### src/rtl/run_light_multi.sv
// Running-light pattern generator: WIDTH-bit pattern advanced every DIV
// enabled cycles in one of four modes (rotate left/right, bounce, fill/clear),
// with registered step/wrap pulses marking each advance and each new period.
module run_light_multi #(
  parameter int unsigned WIDTH = 8,
  parameter int unsigned DIV   = 1
) (
  input  logic             clk,
  input  logic             reset,
  input  logic             en,
  input  logic [1:0]       S,
  output logic [WIDTH-1:0] Y,
  output logic             step,
  output logic             wrap
);

  localparam int unsigned     PW   = (DIV > 1) ? $clog2(DIV) : 1;
  localparam logic [PW-1:0]   PMAX = PW'(DIV - 1);
  localparam logic [WIDTH-1:0] ONE = WIDTH'(1);
  localparam logic [WIDTH-1:0] MSB = ONE << (WIDTH - 1);

  typedef enum logic [1:0] {
    ROTL   = 2'd0,
    ROTR   = 2'd1,
    BOUNCE = 2'd2,
    FILL   = 2'd3
  } mode_t;

  mode_t            s_q, s_d;
  logic             dir_q, dir_d;
  logic [PW-1:0]    pcnt_q, pcnt_d;
  logic [WIDTH-1:0] y_q, y_d;
  logic             step_q, step_d;
  logic             wrap_q, wrap_d;

  logic             mode_chg;
  logic [WIDTH-1:0] y_start;
  logic [WIDTH-1:0] y_adv;
  logic             dir_adv;
  logic             wrap_adv;

  assign mode_chg = (S != s_q);

  // State register: pattern, prescaler, registered mode, bounce direction, pulses
  always_ff @(posedge clk or negedge reset) begin
    if (!reset) begin
      s_q    <= ROTL;
      dir_q  <= 1'b0;
      pcnt_q <= '0;
      y_q    <= ONE;
      step_q <= 1'b0;
      wrap_q <= 1'b0;
    end else begin
      s_q    <= s_d;
      dir_q  <= dir_d;
      pcnt_q <= pcnt_d;
      y_q    <= y_d;
      step_q <= step_d;
      wrap_q <= wrap_d;
    end
  end

  // Start pattern of the mode being switched into
  always_comb begin
    y_start = ONE;
    unique case (mode_t'(S))
      ROTR:    y_start = MSB;
      FILL:    y_start = '0;
      default: y_start = ONE;
    endcase
  end

  // One step of the current mode: next pattern, next direction, period-start flag
  always_comb begin
    y_adv    = y_q;
    dir_adv  = dir_q;
    wrap_adv = 1'b0;
    unique case (s_q)
      ROTL: begin
        y_adv    = {y_q[WIDTH-2:0], y_q[WIDTH-1]};
        wrap_adv = y_q[WIDTH-1];
      end
      ROTR: begin
        y_adv    = {y_q[0], y_q[WIDTH-1:1]};
        wrap_adv = y_q[0];
      end
      BOUNCE: begin
        // Direction flips on the step that lands on an end bit, so no dwell.
        if (!dir_q) begin
          y_adv   = y_q << 1;
          dir_adv = y_q[WIDTH-2];
        end else begin
          y_adv    = y_q >> 1;
          dir_adv  = ~y_q[1];
          wrap_adv = y_q[1];
        end
      end
      FILL: begin
        if (&y_q) begin
          y_adv    = '0;
          wrap_adv = 1'b1;
        end else begin
          y_adv = {y_q[WIDTH-2:0], 1'b1};
        end
      end
      default: begin
        y_adv = y_q;
      end
    endcase
  end

  // Next state: mode change beats tick; pause holds prescaler and pattern
  always_comb begin
    s_d    = s_q;
    dir_d  = dir_q;
    pcnt_d = pcnt_q;
    y_d    = y_q;
    step_d = 1'b0;
    wrap_d = 1'b0;
    if (mode_chg) begin
      s_d    = mode_t'(S);
      y_d    = y_start;
      pcnt_d = '0;
      dir_d  = 1'b0;
    end else if (en) begin
      if (pcnt_q == PMAX) begin
        pcnt_d = '0;
        y_d    = y_adv;
        dir_d  = dir_adv;
        step_d = 1'b1;
        wrap_d = wrap_adv;
      end else begin
        pcnt_d = pcnt_q + PW'(1);
      end
    end
  end

  // Outputs come straight from registers
  always_comb begin
    Y    = y_q;
    step = step_q;
    wrap = wrap_q;
  end

endmodule
### config.mk
export PLATFORM = sky130hd
export DESIGN_NAME = run_light_multi
export DESIGN_NICKNAME = d
export VERILOG_FILES = /design/src/rtl/run_light_multi.sv
export SDC_FILE = /design/constraint.sdc
export NUM_CORES = 1
export LEC_CHECK = 0
export ABC_AREA = 1
export ABC_CLOCK_PERIOD_IN_PS = 1100
export CAP_MARGIN = 20
export CORE_UTILIZATION = 44
export CTS_CLUSTER_SIZE = 28
export DETAILED_ROUTE_END_ITERATION = 10
export GPL_ROUTABILITY_DRIVEN = 0
export PLACE_DENSITY = 0.68
export SLEW_MARGIN = 25
export SYNTH_ARGS = -nofsm -noshare
export SYNTH_HDL_FRONTEND = slang
export SYNTH_SLANG_ARGS = --single-unit
export TNS_END_PERCENT = 20
### constraint.sdc
create_clock -name clk -period 1.1 [get_ports clk]
set_input_delay 0.165 -clock clk [delete_from_list [all_inputs] [get_ports clk]]
set_output_delay 0.165 -clock clk [all_outputs]
set_load 0.01 [all_outputs]
**Word level (Yosys, flattened, before mapping)**

Index checks and enable logic that the tools add are counted.

- Memories: 0
- Bits in writable memories: 0
- Input bits: 5
- ROM bits: 0
- Output and inout bits: 10
- Bits in latches: 0
- Word-level logic and storage cells: 45
- Bits in registers: 14

- Div/mod/pow operators: 0
- $lt $le $gt $ge: 0
- Equal/unequal tests: 7
- Shift-type cells: 0
- Reductions and logical operators: 6
- Add/sub/neg operators: 1
- Multipliers: 0
- Bitwise gates (word level): 1
- Muxes and demuxes: 24

Operators with widths:

| operator | count |
|---|---|
| 8-bit two-way mux | 5 |
| 8-bit case mux with 4 select lines | 1 |
| 1-bit two-way mux | 16 |
| 8-bit case mux with 2 select lines | 1 |
| 8-bit AND reduction | 1 |
| 2-bit equality test (second input constant) | 3 |
| 2-bit by 1-bit equality test with 1-bit output (second input constant) | 2 |
| 1-bit case mux with 4 select lines | 1 |
| 2-bit nonzero test | 2 |
| 3-bit AND reduction | 1 |
| 2-bit logical NOT | 1 |
| 2-bit by 1-bit != test with 1-bit output (second input constant) | 1 |
| 2-bit != test | 1 |
| 2-bit AND reduction | 1 |
| 1-bit adder (second input constant) | 1 |
| 1-bit inverter | 1 |

**Logic depth before layout (Yosys ltp)**

- Depth after elaboration: 6
- Gate-level depth with buffers: 9
- Depth with buffers taken out: 9

**Least setup slack after synthesis**

Ideal clock, no wire load.

- Path kind: register -> register
- From: reg y_q[0] (netlist: Y[0])
- To: reg y_q[7] (netlist: Y[7])
- Arrival: 1148 ps
- Slack: -165 ps
- Buffers on the path: 0
- Period minus slack after synthesis: 1265 ps
- Required time: 983 ps
- Setup time: 117 ps
- Stages on the path, launching flop included: 10
- Cells stage by stage: dfstp_2 nand2_1 nor2_1 nand2_1 nand2_1 nand2_2 nand2_1 nand2_1 nand2_1 nand2_1

- Longest elaborated chain between the ends: 6

Ends and longest elaborated chain:

| what | RTL line | RTL |
|---|---|---|
| from (decl) | 32 | `logic [WIDTH-1:0] y_q, y_d;` |
| from (signal assigned) | 57 | `y_q <= y_d;` |
| 8-bit AND reduction | 99 | `if (&y_q) begin` |
| 8-bit two-way mux | 99 |  |
| 8-bit case mux with 4 select lines * | 78 | `unique case (s_q)` |
| 8-bit two-way mux * | 126 | `if (pcnt_q == PMAX) begin` |
| 8-bit two-way mux * | 125 | `end else if (en) begin` |
| 8-bit two-way mux * | 120 | `if (mode_chg) begin` |

Mark *: on every way between the ends. The rest lies on a longest branch, timed or not. The select of a mux whose other input is x is not followed.
A chain may end at the register's enable or synchronous reset.

**Worst setup path after layout**

- From: reg y_q[0] (netlist: Y[0])
- To: out Y[0]

RTL lines:

| what | RTL line | RTL |
|---|---|---|
| to (decl) | 12 | `output logic [WIDTH-1:0] Y,` |

No word-level cell between the ends.

==> metrics.txt <==
# TYPE chip_impl_metric gauge
chip_impl_metric{name="chipHeight",unit="um"} 43.5
chip_impl_metric{name="fin_worst_skew",unit="ns"} 0.00539
chip_impl_metric{name="p_per_area",unit="mW/mm^2"} 948
chip_impl_metric{name="vias",unit=""} 734
chip_impl_metric{name="grt_pass1_vias",unit=""} 640
chip_impl_metric{name="reg2regPathDepth",unit=""} 9
chip_impl_metric{name="synth.net_count",unit=""} 111
chip_impl_metric{name="arrival",unit="ns"} 1.09
chip_impl_info{name="failed_checks",value="DRC, setup timing"} 1
chip_impl_metric{name="synth_top_area_share",unit="%"} 39.5
chip_impl_metric{name="cts-root-to-sink-buffers",unit=""} 2
chip_impl_metric{name="syn_inst",unit=""} 106
chip_impl_metric{name="yosysSeqAreaShare",unit="%"} 43.0
chip_impl_metric{name="internal_power",unit="mW"} 0.749
chip_impl_metric{name="fillers",unit=""} 132
chip_impl_metric{name="worst_slack",unit="ns"} -0.150
chip_impl_metric{name="routed_via_density",unit=""} 4.68
chip_impl_metric{name="power.switching",unit="mW"} 0.299
chip_impl_metric{name="comb_power_share",unit="%"} 21.7
chip_impl_metric{name="rows",unit=""} 14
chip_impl_metric{name="max-slew-margin-rel",unit="%"} 84.9
chip_impl_metric{name="synth.area.mux_share",unit="%"} 0
chip_impl_metric{name="grt_use_total",unit="%"} 20.6
chip_impl_metric{name="overall_power",unit="mW"} 1.05
chip_impl_info{name="yosys-top-cells-area",value="dfrtp_1 40%, nand2_1 27%, xnor2_2 4.3%, dfstp_2 3.5%, nand3_1 3.3%"} 1
chip_impl_metric{name="final_layout_size_suffix_gt1_share",unit="%"} 29.1
chip_impl_info{name="holdCritPathClass",value="in2async"} 1
chip_impl_metric{name="clock_sinks",unit=""} 13
chip_impl_metric{name="synth_warnings",unit=""} 0
chip_impl_metric{name="synth_simple_gate_area_share",unit="%"} 42.3
chip_impl_info{name="critical_path.cell_chain",value="dlygate4sd2_1"} 1
chip_impl_metric{name="finalWorstPathRequiredPeriod",unit="ns"} 1.25
chip_impl_metric{name="fin_area",unit="mm^2"} 0.00111
chip_impl_metric{name="width_of_the_chip",unit="um"} 43.5
chip_impl_metric{name="power.leakage",unit="nW"} 0.599
chip_impl_metric{name="worstPathRequired",unit="ns"} 0.94
chip_impl_metric{name="max_slew.worst_pin.slew",unit="ns"} 0.226
chip_impl_metric{name="cap_viol_max_count",unit=""} 0
chip_impl_metric{name="port_buffers",unit=""} 14
chip_impl_metric{name="detail_route.wirelength",unit="um"} 1670
chip_impl_metric{name="die-area",unit="mm^2"} 0.00190
chip_impl_metric{name="io_pins",unit=""} 15
chip_impl_metric{name="ctsHoldBuffers",unit=""} 0
chip_impl_metric{name="detailed_place_hpwl",unit="um"} 1210
chip_impl_metric{name="tritoncts_buffers",unit=""} 3
chip_impl_metric{name="antenna_cells",unit=""} 0
chip_impl_metric{name="syn_avg_cell_area",unit="um^2"} 7.16
chip_impl_metric{name="route.detailed.wl_per_inst",unit="um"} 10.6
chip_impl_metric{name="largest_voltage_drop_on_the_vdd_net",unit="uV"} 745
chip_impl_metric{name="period_share",unit="%"} 114
chip_impl_info{name="outcome",value="complete, but fails checks"} 1
chip_impl_metric{name="clk_pwr_share",unit="%"} 28.6
chip_impl_metric{name="timing.critical_path.fanout_max",unit=""} 3
chip_impl_metric{name="path_clk_slew",unit="ns"} 0.09
chip_impl_metric{name="place_inst",unit=""} 152
chip_impl_metric{name="drt_iter0_drc",unit=""} 17
chip_impl_metric{name="parity_gate_share_of_the_synthesized_area_counting_xor_and_xnor_cells",unit="%"} 4.28
chip_impl_metric{name="ys_seq_elements",unit=""} 13
chip_impl_metric{name="core",unit="mm^2"} 0.00156
chip_impl_metric{name="worstSetupPathDepth",unit=""} 1
chip_impl_metric{name="final_cell_count_without_fillers",unit=""} 157
chip_impl_metric{name="slowest_stage_delay_on_critical_path",unit="ns"} 0.55
chip_impl_info{name="synth_top_family_by_area",value="simple AND/OR/NAND/NOR gates"} 1
chip_impl_metric{name="path_buf_inv",unit=""} 1
chip_impl_metric{name="grt.overflow.total",unit=""} 0
chip_impl_info{name="worstSetupEndpointType",value="output pin"} 1
chip_impl_metric{name="placedInstanceArea",unit="mm^2"} 0.00105
chip_impl_info{name="criticalPathCategory",value="reg2out"} 1
chip_impl_info{name="critical_path.top_delay_family",value="flip-flops"} 1
chip_impl_info{name="cpMaxStageDelayCell",value="dfstp_2"} 1
chip_impl_metric{name="setup-violations-final",unit=""} 13
chip_impl_metric{name="clkLatencyLatePin",unit="ns"} 0.27
chip_impl_info{name="critPathLaunchType",value="flip-flop"} 1
chip_impl_metric{name="htree_levels",unit=""} 1
chip_impl_metric{name="grt_start_max_net_pins",unit=""} 14
chip_impl_metric{name="synth-compound-area-share",unit="%"} 3.95
chip_impl_metric{name="syn2layout_area_growth",unit="%"} 45.6
chip_impl_metric{name="fin_tns_setup",unit="ns"} -1.43
chip_impl_info{name="cts_root_buf",value="clkbuf_4"} 1
chip_impl_metric{name="final_nets",unit=""} 147
chip_impl_info{name="rsz0062_at_grt",value="true"} 1
chip_impl_metric{name="timing.final.max_slew_violations",unit=""} 0
chip_impl_metric{name="grt_antenna_before_repair",unit=""} 0
chip_impl_metric{name="final_antenna_net_count",unit=""} 0
chip_impl_metric{name="hold_viol_final",unit=""} 0
chip_impl_info{name="yosys.area.top_type",value="dfrtp_1"} 1
chip_impl_metric{name="synth_cell_types",unit=""} 20
chip_impl_metric{name="netlist_area",unit="um^2"} 759
chip_impl_metric{name="detailedRoute.firstPassIterationCount",unit=""} 7
chip_impl_metric{name="sw_frac_of_total",unit="%"} 28.5
chip_impl_metric{name="power.sequential.fraction",unit="%"} 49.7
chip_impl_metric{name="drt_drc_violations_left",unit=""} 3
chip_impl_metric{name="start_util",unit="%"} 48.7
chip_impl_metric{name="fmax",unit="MHz"} 800
chip_impl_metric{name="grt_first_pass_wirelength",unit="um"} 2840
chip_impl_metric{name="adder_and_majority_cell_fraction_of_the_synthesized_area",unit="%"} 0
chip_impl_info{name="cts_tree",value="done"} 1
-- final cells by class --
class / count / area [um^2] / share of cell area (%)
timing repair buffer: 33 / 278 / 25.1
multi-input combinational: 80 / 413 / 37.3
sequential: 13 / 328 / 29.6
clock buffer: 4 / 26.3 / 2.38
tap: 16 / 20.0 / 1.81
inverter: 11 / 41.3 / 3.73
-- state kept, by name (all words and copies together), names as in the netlist --
register,flops
dir_q,1
s_q,2
wrap,1
Y,8
step,1
-- power groups by stage --
stage,Sequential [mW],Clock [mW],Combinational (mW)
final,0.521,0.300,0.227
after global routing,0.525,0.336,0.254
after CTS,0.518,0.310,0.218
after detailed placement,0.527,0,0.226
after global placement,0.527,0,0.225
after floorplan,0.538,0,0.101
-- worst paths after layout --
check / startpoint / to / slack, ns
worst max-delay path: Y[0]$_DFFE_PN1P_ / Y[0] / -0.15
worst min-delay path: reset / wrap$_DFF_PN0_ / 0.19
worst max register to register: Y[0]$_DFFE_PN1P_ / Y[6]$_DFFE_PN0P_ / -0.15
worst min register to register: dir_q$_DFFE_PN0P_ / dir_q$_DFFE_PN0P_ / 0.57
max in group asynchronous: reset / Y[0]$_DFFE_PN1P_ / 0.68
min in group clk: S[1] / s_q[1]$_DFFE_PN0N_ / 0.54
-- metrics by stage --
step | hold slack (ns) | setup WS [ns] | util, %
2_1_floorplan | -0.131 | -0.149 | -
3_3_place_gp | 0.493 | -0.273 | 67.2
3_5_place_dp | 0.492 | -0.301 | 67.2
4_1_cts | 0.199 | -0.217 | 69.1
5_1_grt | 0.207 | -0.245 | 70.9
6_report | 0.194 | -0.150 | 70.9
-- cell families after synthesis --
kind of cell | Yosys count
buf+inv | 13
xor+xnor | 2
compound gates | 4
simple gates | 74
flops | 13
-- per-layer routing --
metal	part of all wire (%)	global-route usage, %	wire (um)	vias to the layer above
met5	0	0	0	-
met4	0.84	3.75	14	0
met3	5.3	3.75	88	2
met2	47	33.7	781	18
met1	47	28.6	786	322
li1	-	-	-	392
-- cells in the mapped netlist --
| library cell | n |
|---|---|
| a21oi_2 | 1 |
| clkbuf_1 | 2 |
| clkinv_1 | 2 |
| dfrtp_1 | 12 |
| dfstp_2 | 1 |
| inv_1 | 6 |
| inv_2 | 3 |
| nand2_1 | 54 |
| nand2_2 | 3 |
| nand2_4 | 1 |
| nand3_1 | 5 |
| nand3_2 | 1 |
| nand3b_1 | 1 |
| nand4_1 | 1 |
| nor2_1 | 6 |
| nor2_2 | 1 |
| nor2_4 | 1 |
| o21ai_1 | 2 |
| o21bai_2 | 1 |
| xnor2_2 | 2 |
-- cell usage in the layout (no fill, tap or decap), types with 2 or more instances in the layout --
| cell | n |
|---|---|
| clkdlybuf4s15_1 | 6 |
| nand3_1 | 5 |
| dlygate4sd2_1 | 4 |
| inv_1 | 6 |
| clkbuf_4 | 3 |
| nor2_4 | 2 |
| dfrtp_1 | 11 |
| buf_4 | 19 |
| nand2_1 | 52 |
| nand2_2 | 4 |
| nand2_4 | 2 |
| nor2_1 | 5 |
| clkinv_1 | 2 |
| o21ai_1 | 2 |
| clkdlybuf4s50_1 | 4 |
| inv_2 | 3 |
-- timing repair --
action,CTS,global route
endpoints found under the setup margin,21,21
pin swaps,3,0
hold endpoints to repair,0,0
resized for setup,17,6
buffers inserted,1,0
Note: power is estimated with default switching activity, not from simulation.
